**config.mk**
```make
export PLATFORM = sky130hd
export DESIGN_NAME = placar_duplo_flat
export DESIGN_NICKNAME = d
export VERILOG_FILES = /design/src/rtl/placar_pkg.sv /design/src/rtl/placar_duplo_if.sv /design/src/rtl/placar_varredura.sv /design/src/rtl/placar_duplo.sv /design/src/flat_wrapper.sv
export SDC_FILE = /design/constraint.sdc
export NUM_CORES = 1
export LEC_CHECK = 0
export ABC_AREA = 1
export CORE_MARGIN = 2
export CORE_UTILIZATION = 35
export DETAILED_ROUTE_END_ITERATION = 10
export SLEW_MARGIN = 40
export SYNTH_ARGS = -nofsm -noshare
export SYNTH_HDL_FRONTEND = slang
export SYNTH_SLANG_ARGS = --single-unit
```
**constraint.sdc**
```tcl
create_clock -name clk_i -period 2.1 [get_ports clk_i]
set_input_delay 0.42 -clock clk_i [delete_from_list [all_inputs] [get_ports clk_i]]
set_output_delay 0.42 -clock clk_i [all_outputs]
set_load 0.02 [all_outputs]
```
**src/rtl/placar_pkg.sv**
```systemverilog
// Shared types and constants for the two-team scoreboard: shot FSM states,
// active-low 7-segment patterns ({g,f,e,d,c,b,a}), digit indices and a bin->BCD helper.
package placar_pkg;

    typedef enum logic [1:0] {
        StPause   = 2'd0,
        StRun     = 2'd1,
        StExpired = 2'd2
    } shot_state_e;

    localparam logic [6:0] Seg0     = 7'h40;
    localparam logic [6:0] Seg1     = 7'h79;
    localparam logic [6:0] Seg2     = 7'h24;
    localparam logic [6:0] Seg3     = 7'h30;
    localparam logic [6:0] Seg4     = 7'h19;
    localparam logic [6:0] Seg5     = 7'h12;
    localparam logic [6:0] Seg6     = 7'h02;
    localparam logic [6:0] Seg7     = 7'h78;
    localparam logic [6:0] Seg8     = 7'h00;
    localparam logic [6:0] Seg9     = 7'h10;
    localparam logic [6:0] SegBlank = 7'h7F;

    localparam logic [2:0] DigHomeTens  = 3'd0;
    localparam logic [2:0] DigHomeUnits = 3'd1;
    localparam logic [2:0] DigAwayTens  = 3'd2;
    localparam logic [2:0] DigAwayUnits = 3'd3;
    localparam logic [2:0] DigShotTens  = 3'd4;
    localparam logic [2:0] DigShotUnits = 3'd5;

    // Double-dabble; inputs above 99 are outside the scoreboard range.
    function automatic logic [7:0] bin2bcd(input logic [6:0] bin);
        logic [14:0] sh;
        sh = {8'd0, bin};
        for (int i = 0; i < 7; i++) begin
            if (sh[10:7] >= 4'd5) sh[10:7] = sh[10:7] + 4'd3;
            if (sh[14:11] >= 4'd5) sh[14:11] = sh[14:11] + 4'd3;
            sh = sh << 1;
        end
        return sh[14:7];
    endfunction

endpackage

```
**src/rtl/placar_duplo_if.sv**
```systemverilog
// Board-side bundle of the scoreboard: debounced button/switch events in,
// scores, shot clock, buzzer and display pins out.
interface placar_duplo_if #(
    parameter int unsigned SCORE_W = 7
);
    logic               pts_valid;
    logic [1:0]         pts_val;
    logic               team;
    logic               sub;
    logic               shot_run;
    logic               shot_reload;
    logic               shot_sel;
    logic [SCORE_W-1:0] score_home;
    logic [SCORE_W-1:0] score_away;
    logic [6:0]         shot_cnt;
    logic [1:0]         shot_state;
    logic               sat_alert;
    logic               buzzer;
    logic [6:0]         seg;
    logic [5:0]         an;

    modport master (
        output pts_valid, pts_val, team, sub, shot_run, shot_reload, shot_sel,
        input  score_home, score_away, shot_cnt, shot_state, sat_alert, buzzer, seg, an
    );

    modport slave (
        input  pts_valid, pts_val, team, sub, shot_run, shot_reload, shot_sel,
        output score_home, score_away, shot_cnt, shot_state, sat_alert, buzzer, seg, an
    );
endinterface

```
**src/rtl/placar_varredura.sv**
```systemverilog
// Six-digit multiplexed 7-segment scanner: scan counter, digit mux, bin->BCD
// and segment decode, all outputs registered.
module placar_varredura
    import placar_pkg::*;
#(
    parameter int unsigned SCORE_W  = 7,
    parameter int unsigned SCAN_DIV = 65_536
) (
    input  logic               clk_i,
    input  logic               rst_ni,
    input  logic [SCORE_W-1:0] home_i,
    input  logic [SCORE_W-1:0] away_i,
    input  logic [6:0]         shot_i,
    output logic [6:0]         seg_o,
    output logic [5:0]         an_o
);
    localparam int unsigned      ScanW    = (SCAN_DIV > 1) ? $clog2(SCAN_DIV) : 1;
    localparam logic [ScanW-1:0] ScanLast = ScanW'(SCAN_DIV - 1);

    logic [ScanW-1:0] scan_q, scan_d;
    logic [2:0]       digit_q, digit_d;
    logic [6:0]       seg_q, seg_d;
    logic [5:0]       an_q, an_d;
    logic [7:0]       bcd_home, bcd_away, bcd_shot;
    logic [3:0]       nibble;

    function automatic logic [6:0] seg_encode(input logic [3:0] n);
        case (n)
            4'd0:    return Seg0;
            4'd1:    return Seg1;
            4'd2:    return Seg2;
            4'd3:    return Seg3;
            4'd4:    return Seg4;
            4'd5:    return Seg5;
            4'd6:    return Seg6;
            4'd7:    return Seg7;
            4'd8:    return Seg8;
            4'd9:    return Seg9;
            default: return SegBlank;
        endcase
    endfunction

    assign bcd_home = bin2bcd(7'(home_i));
    assign bcd_away = bin2bcd(7'(away_i));
    assign bcd_shot = bin2bcd(shot_i);

    always_comb begin
        scan_d  = scan_q + 1'b1;
        digit_d = digit_q;
        if (scan_q == ScanLast) begin
            scan_d  = '0;
            digit_d = (digit_q == DigShotUnits) ? DigHomeTens : digit_q + 3'd1;
        end
    end

    // Tens digits are always shown, so a leading zero displays as 0.
    always_comb begin
        case (digit_q)
            DigHomeTens:  nibble = bcd_home[7:4];
            DigHomeUnits: nibble = bcd_home[3:0];
            DigAwayTens:  nibble = bcd_away[7:4];
            DigAwayUnits: nibble = bcd_away[3:0];
            DigShotTens:  nibble = bcd_shot[7:4];
            DigShotUnits: nibble = bcd_shot[3:0];
            default:      nibble = 4'hF;
        endcase
        seg_d = seg_encode(nibble);
        an_d  = ~(6'b000001 << digit_q);
    end

    always_ff @(posedge clk_i or negedge rst_ni) begin
        if (!rst_ni) begin
            scan_q  <= '0;
            digit_q <= DigHomeTens;
            seg_q   <= SegBlank;
            an_q    <= 6'h3F;
        end else begin
            scan_q  <= scan_d;
            digit_q <= digit_d;
            seg_q   <= seg_d;
            an_q    <= an_d;
        end
    end

    assign seg_o = seg_q;
    assign an_o  = an_q;

endmodule

```
**src/rtl/placar_duplo.sv**
```systemverilog
// Two-team scoreboard core: saturating home/away scores, shot clock FSM with
// buzzer. Display scanner is built only when PLACAR_DUPLO_DISPLAY_EN is defined.
module placar_duplo
    import placar_pkg::*;
#(
    parameter int unsigned SCORE_MAX   = 99,
    parameter int unsigned SCORE_W     = 7,
    parameter int unsigned SHOT_LONG   = 24,
    parameter int unsigned SHOT_SHORT  = 14,
    parameter int unsigned TICK_DIV    = 50_000_000,
    parameter int unsigned BUZZ_CYCLES = 25_000_000,
    parameter int unsigned SCAN_DIV    = 65_536
) (
    input  logic          clk_i,
    input  logic          rst_ni,
    placar_duplo_if.slave board_io
);
    localparam int unsigned        ScoreW1     = SCORE_W + 1;
    localparam logic [SCORE_W:0]   ScoreMaxExt = ScoreW1'(SCORE_MAX);
    localparam logic [6:0]         ShotLong7   = 7'(SHOT_LONG);
    localparam logic [6:0]         ShotShort7  = 7'(SHOT_SHORT);
    localparam int unsigned        PrescW      = (TICK_DIV > 1) ? $clog2(TICK_DIV) : 1;
    localparam logic [PrescW-1:0]  PrescLast   = PrescW'(TICK_DIV - 1);
    localparam int unsigned        BuzzW       = (BUZZ_CYCLES > 1) ? $clog2(BUZZ_CYCLES) : 1;
    localparam logic [BuzzW-1:0]   BuzzLoad    = BuzzW'(BUZZ_CYCLES - 1);

    logic [SCORE_W-1:0] home_q, home_d, away_q, away_d;
    logic               sat_q, sat_d;
    shot_state_e        state_q, state_d;
    logic [6:0]         cnt_q, cnt_d;
    logic [PrescW-1:0]  presc_q, presc_d;
    logic               exp_q;
    logic               buzz_q, buzz_d;
    logic [BuzzW-1:0]   bcnt_q, bcnt_d;

    logic [SCORE_W-1:0] cur, res;
    logic [SCORE_W:0]   cur_ext, pv_ext, sum, diff;
    logic               tick;

    // Score path: one event per cycle, applied to the selected team only.
    always_comb begin
        home_d  = home_q;
        away_d  = away_q;
        sat_d   = 1'b0;
        cur     = board_io.team ? away_q : home_q;
        cur_ext = {1'b0, cur};
        pv_ext  = {{(SCORE_W - 1){1'b0}}, board_io.pts_val};
        sum     = cur_ext + pv_ext;
        diff    = cur_ext - pv_ext;
        res     = cur;
        if (board_io.pts_valid && (board_io.pts_val != 2'd0)) begin
            if (!board_io.sub) begin
                if (sum > ScoreMaxExt) begin
                    res   = ScoreMaxExt[SCORE_W-1:0];
                    sat_d = 1'b1;
                end else begin
                    res = sum[SCORE_W-1:0];
                end
            end else if (cur_ext < pv_ext) begin
                res   = '0;
                sat_d = 1'b1;
            end else begin
                res = diff[SCORE_W-1:0];
            end
            if (board_io.team) away_d = res;
            else               home_d = res;
        end
    end

    // Prescaler only advances while actually counting, so a pause keeps its phase.
    assign tick = (state_q == StRun) && board_io.shot_run && (presc_q == PrescLast);

    always_comb begin
        state_d = state_q;
        cnt_d   = cnt_q;
        presc_d = presc_q;
        if (board_io.shot_reload) begin
            cnt_d   = board_io.shot_sel ? ShotLong7 : ShotShort7;
            presc_d = '0;
            state_d = board_io.shot_run ? StRun : StPause;
        end else begin
            case (state_q)
                StPause: begin
                    if (board_io.shot_run) state_d = StRun;
                end
                StRun: begin
                    if (!board_io.shot_run) begin
                        state_d = StPause;
                    end else if (tick) begin
                        presc_d = '0;
                        if (cnt_q <= 7'd1) begin
                            cnt_d   = 7'd0;
                            state_d = StExpired;
                        end else begin
                            cnt_d = cnt_q - 7'd1;
                        end
                    end else begin
                        presc_d = presc_q + 1'b1;
                    end
                end
                StExpired: ;
                default: state_d = StPause;
            endcase
        end
    end

    // Buzzer starts the cycle after EXPIRED is entered; a reload cuts it short.
    always_comb begin
        buzz_d = buzz_q;
        bcnt_d = bcnt_q;
        if (board_io.shot_reload) begin
            buzz_d = 1'b0;
            bcnt_d = '0;
        end else if ((state_q == StExpired) && !exp_q) begin
            buzz_d = 1'b1;
            bcnt_d = BuzzLoad;
        end else if (buzz_q) begin
            if (bcnt_q == '0) buzz_d = 1'b0;
            else              bcnt_d = bcnt_q - 1'b1;
        end
    end

    always_ff @(posedge clk_i or negedge rst_ni) begin
        if (!rst_ni) begin
            home_q  <= '0;
            away_q  <= '0;
            sat_q   <= 1'b0;
            state_q <= StPause;
            cnt_q   <= ShotLong7;
            presc_q <= '0;
            exp_q   <= 1'b0;
            buzz_q  <= 1'b0;
            bcnt_q  <= '0;
        end else begin
            home_q  <= home_d;
            away_q  <= away_d;
            sat_q   <= sat_d;
            state_q <= state_d;
            cnt_q   <= cnt_d;
            presc_q <= presc_d;
            exp_q   <= (state_q == StExpired);
            buzz_q  <= buzz_d;
            bcnt_q  <= bcnt_d;
        end
    end

    assign board_io.score_home = home_q;
    assign board_io.score_away = away_q;
    assign board_io.sat_alert  = sat_q;
    assign board_io.shot_cnt   = cnt_q;
    assign board_io.shot_state = state_q;
    assign board_io.buzzer     = buzz_q;

`ifdef PLACAR_DUPLO_DISPLAY_EN
    placar_varredura #(
        .SCORE_W  (SCORE_W),
        .SCAN_DIV (SCAN_DIV)
    ) u_varredura (
        .clk_i  (clk_i),
        .rst_ni (rst_ni),
        .home_i (home_q),
        .away_i (away_q),
        .shot_i (cnt_q),
        .seg_o  (board_io.seg),
        .an_o   (board_io.an)
    );
`else
    assign board_io.seg = SegBlank;
    assign board_io.an  = 6'h3F;
`endif

endmodule

```
**src/flat_wrapper.sv**
```systemverilog
// flat-port wrapper written by rule: the top's interface ports become plain ports
module placar_duplo_flat import placar_pkg::*;
#(
    parameter int unsigned SCORE_MAX   = 99,
    parameter int unsigned SCORE_W     = 7,
    parameter int unsigned SHOT_LONG   = 24,
    parameter int unsigned SHOT_SHORT  = 14,
    parameter int unsigned TICK_DIV    = 50_000_000,
    parameter int unsigned BUZZ_CYCLES = 25_000_000,
    parameter int unsigned SCAN_DIV    = 65_536
)
  (clk_i, rst_ni, board_io_pts_valid, board_io_pts_val, board_io_team, board_io_sub, board_io_shot_run, board_io_shot_reload, board_io_shot_sel, board_io_score_home, board_io_score_away, board_io_shot_cnt, board_io_shot_state, board_io_sat_alert, board_io_buzzer, board_io_seg, board_io_an);
  placar_duplo_if #(.SCORE_W(SCORE_W)) board_io_i ();
  input  logic clk_i;
  input  logic rst_ni;
  input wire logic [$bits(board_io_i.pts_valid)-1:0] board_io_pts_valid;
  input wire logic [$bits(board_io_i.pts_val)-1:0] board_io_pts_val;
  input wire logic [$bits(board_io_i.team)-1:0] board_io_team;
  input wire logic [$bits(board_io_i.sub)-1:0] board_io_sub;
  input wire logic [$bits(board_io_i.shot_run)-1:0] board_io_shot_run;
  input wire logic [$bits(board_io_i.shot_reload)-1:0] board_io_shot_reload;
  input wire logic [$bits(board_io_i.shot_sel)-1:0] board_io_shot_sel;
  output wire logic [$bits(board_io_i.score_home)-1:0] board_io_score_home;
  output wire logic [$bits(board_io_i.score_away)-1:0] board_io_score_away;
  output wire logic [$bits(board_io_i.shot_cnt)-1:0] board_io_shot_cnt;
  output wire logic [$bits(board_io_i.shot_state)-1:0] board_io_shot_state;
  output wire logic [$bits(board_io_i.sat_alert)-1:0] board_io_sat_alert;
  output wire logic [$bits(board_io_i.buzzer)-1:0] board_io_buzzer;
  output wire logic [$bits(board_io_i.seg)-1:0] board_io_seg;
  output wire logic [$bits(board_io_i.an)-1:0] board_io_an;
  assign board_io_i.pts_valid = board_io_pts_valid;
  assign board_io_i.pts_val = board_io_pts_val;
  assign board_io_i.team = board_io_team;
  assign board_io_i.sub = board_io_sub;
  assign board_io_i.shot_run = board_io_shot_run;
  assign board_io_i.shot_reload = board_io_shot_reload;
  assign board_io_i.shot_sel = board_io_shot_sel;
  assign board_io_score_home = board_io_i.score_home;
  assign board_io_score_away = board_io_i.score_away;
  assign board_io_shot_cnt = board_io_i.shot_cnt;
  assign board_io_shot_state = board_io_i.shot_state;
  assign board_io_sat_alert = board_io_i.sat_alert;
  assign board_io_buzzer = board_io_i.buzzer;
  assign board_io_seg = board_io_i.seg;
  assign board_io_an = board_io_i.an;
  placar_duplo #(.SCORE_MAX(SCORE_MAX), .SCORE_W(SCORE_W), .SHOT_LONG(SHOT_LONG), .SHOT_SHORT(SHOT_SHORT), .TICK_DIV(TICK_DIV), .BUZZ_CYCLES(BUZZ_CYCLES), .SCAN_DIV(SCAN_DIV)) u_core (.clk_i(clk_i), .rst_ni(rst_ni), .board_io(board_io_i));
endmodule
```
==> impl_metrics.env <==
export IMPL_synthFlopType="dfrtp_1"
export IMPL_core_um2=14400
export IMPL_rows=44
export IMPL_peakVddDrop_mv=0.400
export IMPL_final_common_cell="nand2_1"
export IMPL_drtPass1Iterations=4
export IMPL_grt_start_max_net_pins=47
export IMPL_cts_tree="built"
export IMPL_rsz0062_at_grt="yes"
export IMPL_cts_path_max_buffers=2
export IMPL_ctsHoldBuffers=0
export IMPL_postSynthAreaPerCell_um2=7.30
export IMPL_grt_pass1_vias=4463
export IMPL_dieHeight_um=125
export IMPL_fin_crit_sh_pct=111
export IMPL_drv_slew=0
export IMPL_synth_area_top_cells="dfrtp_1 37%, nand2_1 12%, inv_1 6.8%"
export IMPL_cts_made_buffers=9
export IMPL_yosysWarnings=0
export IMPL_cp_start_kind="register"
export IMPL_gr_usage_met2_pct=25.9
export IMPL_ant_nets=0
export IMPL_violations="setup timing"
export IMPL_die_x_um=125
export IMPL_end_kind="register"
export IMPL_combPwrFrac_pct=54.3
export IMPL_final_cell_mix="157 x nand2_1, 88 x inv_1, 75 x nor2_1, 73 x dfrtp_1, 50 x buf_4"
export IMPL_wirelength_um=12300
export IMPL_yosysTopAreaCell="dfrtp_1"
export IMPL_start_util_pct=35.6
export IMPL_worstPathMaxFanout=6
export IMPL_synth_ff_latch_count=77
export IMPL_gp_congestion=0.904
export IMPL_final_nets=811
export IMPL_finalHoldViolations=0
export IMPL_seqPwrFrac_pct=25.8
export IMPL_yosysTopAreaCellShare_pct=36.5
export IMPL_pwr_share_clk_pct=20.0
export IMPL_period_minus_slack_ns=2.33
export IMPL_fin_setup_tns_ns=-1.87
export IMPL_num_io_pins=48
export IMPL_use_met3_pct=2.44
export IMPL_clockRootBuffer="clkbuf_16"
export IMPL_setup_slack_ns=-0.235
export IMPL_port_buffer_count=34
export IMPL_grt_pass1_wl_um=21200
export IMPL_clock_latency_ns=0.34
export IMPL_drtIter0Drc=258
export IMPL_grt_util_met1_pct=22.4
export IMPL_path_clk_slew_ns=0.06
export IMPL_die_area_um2=15700
export IMPL_ys_seq_area_share_pct=37.5
export IMPL_crit_arrival_ns=2.58
export IMPL_max_cap_viol_count=0
export IMPL_synth_edf_count=0
export IMPL_overflow=0
export IMPL_final_util_pct=44.8
export IMPL_required_ns=2.34
export IMPL_drive_above_1_share_pct=20.5
export IMPL_place_ws_ns=-0.875
export IMPL_viasPerCell=4.72
export IMPL_reg2reg_from="u_core.board_io.score_away[0]"
export IMPL_netlist_cell_type_count=43
export IMPL_drcViolationCount=0
export IMPL_syn_area_um2=5140
export IMPL_routedWlPerCell_um=12.6
export IMPL_status="finished, violations left"
export IMPL_powerDensity_nw_per_um2=1210
export IMPL_dpl_hpwl_um=9040
export IMPL_setup_viol=11
export IMPL_p_int_uw=4490
export IMPL_grt_util_all_layers_pct=16.5
export IMPL_htree_levels=3
export IMPL_async_flop_share_pct=100
export IMPL_syn_inst=704
export IMPL_critical_path_class="register to register"
export IMPL_cts_sinks=77
export IMPL_switching_share_pct=42.5
export IMPL_hold_path_class="primary input to async pin"
export IMPL_vias=4623
export IMPL_top_usage_layer="met2"
export IMPL_timing_critical_path_from="u_core.board_io.score_away[0]"
export IMPL_antenna_found_initial=0
export IMPL_antenna_diode_count=0
export IMPL_finClkSkew_ns=0.0102
export IMPL_timing_fmax_ghz=0.428
export IMPL_switchingPower_uw=3310
export IMPL_leakage_uw=0.00314
export IMPL_area_growth_synth_to_final_pct=25.6
==> logic make-up (layout without fill, tap and decap cells) <==
logic type | after synthesis | after routing | synth area share (%)
AO/OA/AOI/OAI | 96 | 96 | 10.1
XOR/XNOR | 22 | 22 | 3.75
adder cells (fa/ha/maj) | 10 | 10 | 2.73
buffers and inverters | 124 | 204 | 10.8
flip-flops | 77 | 77 | 37.5
other | 1 | 13 | 0.0729
AND/OR/NAND/NOR | 374 | 374 | 35.0
==> power groups by stage <==
| stage | clock, uW | combinational (uW) | sequential [uW] |
|---|---|---|---|
| floorplan | 0 | 2790 | 2140 |
| global placement | 0 | 4020 | 2030 |
| detailed placement | 0 | 4060 | 2030 |
| CTS | 1610 | 4170 | 2010 |
| global route | 1670 | 4780 | 2050 |
| finish | 1560 | 4230 | 2010 |
==> path summary, 6_finish.rpt <==
path	slack (ns)	to	depth (start not counted)
max reg2reg	-0.23	u_core.board_io.sat_alert	13
min reg2reg	0.51	u_core.board_io.shot_cnt[4]	2
min	0.02	u_core.bcnt_q[20]	1
max	-0.23	u_core.board_io.sat_alert	13
max in group asynchronous	1.47	u_core.board_io.score_away[0]	2
min in group clk_i	0.51	u_core.board_io.shot_cnt[4]	2
==> registers in the layout (all words and copies together), names as in the netlist <==
name and flops:
u_core.exp_q 1, u_core.board_io.sat_alert 1, u_core.board_io.shot_state 2, u_core.presc_q 26, u_core.board_io.shot_cnt 7, u_core.board_io.score_away 7
u_core.bcnt_q 25, u_core.board_io.score_home 7, u_core.board_io.buzzer 1
==> routing by layer <==
layer	wire [um]	vias to the layer above
li1	-	2397
met1	6140	2134
met2	5540	75
met3	398	17
met4	266	0
met5	0	-
==> critical path, stage by stage (launching register included) <==
cell and delay [ns]:
dfrtp_2 0.40, or2_4 0.24, o21ai_4 0.06, inv_2 0.06
ha_4 0.16, fa_2 0.44, inv_2 0.08, nor2_2 0.04
nor2_2 0.14, nor2_2 0.06, nand3_2 0.08, nand3_4 0.12
buf_4 0.16, a211oi_2 0.19
==> timing repair <==
action,CTS,global route
hold endpoints to repair,0,0
buffers inserted,4,4
pin swaps,20,17
resized for setup,19,15
setup endpoints to repair,23,15
==> cell type report <==
type                            count  area [um2]
Multi-Input combinational cell    515        2850
Sequential cell                    77        1930
Fill cell                        1501        7970
Clock buffer                       11         243
Timing Repair Buffer               88         766
Tap cell                          184         230
Inverter                          100         388
Clock inverter                      5        50.0
==> through the flow <==
step / cells / area, um2 / hold slack, ns / total power [uW]
3_5_place_dp: 958 / 6000 / 0.401 / 6080
6_report: 980 / 6460 / 0.0188 / 7800
5_1_grt: 980 / 6460 / 0.0509 / 8500
4_1_cts: 978 / 6380 / 0.0288 / 7790
2_1_floorplan: 716 / 5240 / 0.124 / 4930
3_3_place_gp: 958 / 6000 / 0.394 / 6050
==> synth_stat cells (5+ instances only) <==
cell     count
nand2_1    164
inv_1       93
nor2_1      79
dfrtp_1     75
nand3_1     42
o21ai_0     33
a21oi_1     23
xor2_1      20
o21ai_1     18
nor3_1      17
nand2_2     16
nand4_1     15
buf_4       13
o22ai_1     12
ha_1         8
inv_2        7
nor2_2       7
nor2_4       7
nand2_4      6
buf_6        5
Note: power is estimated with default switching activity, not from simulation.
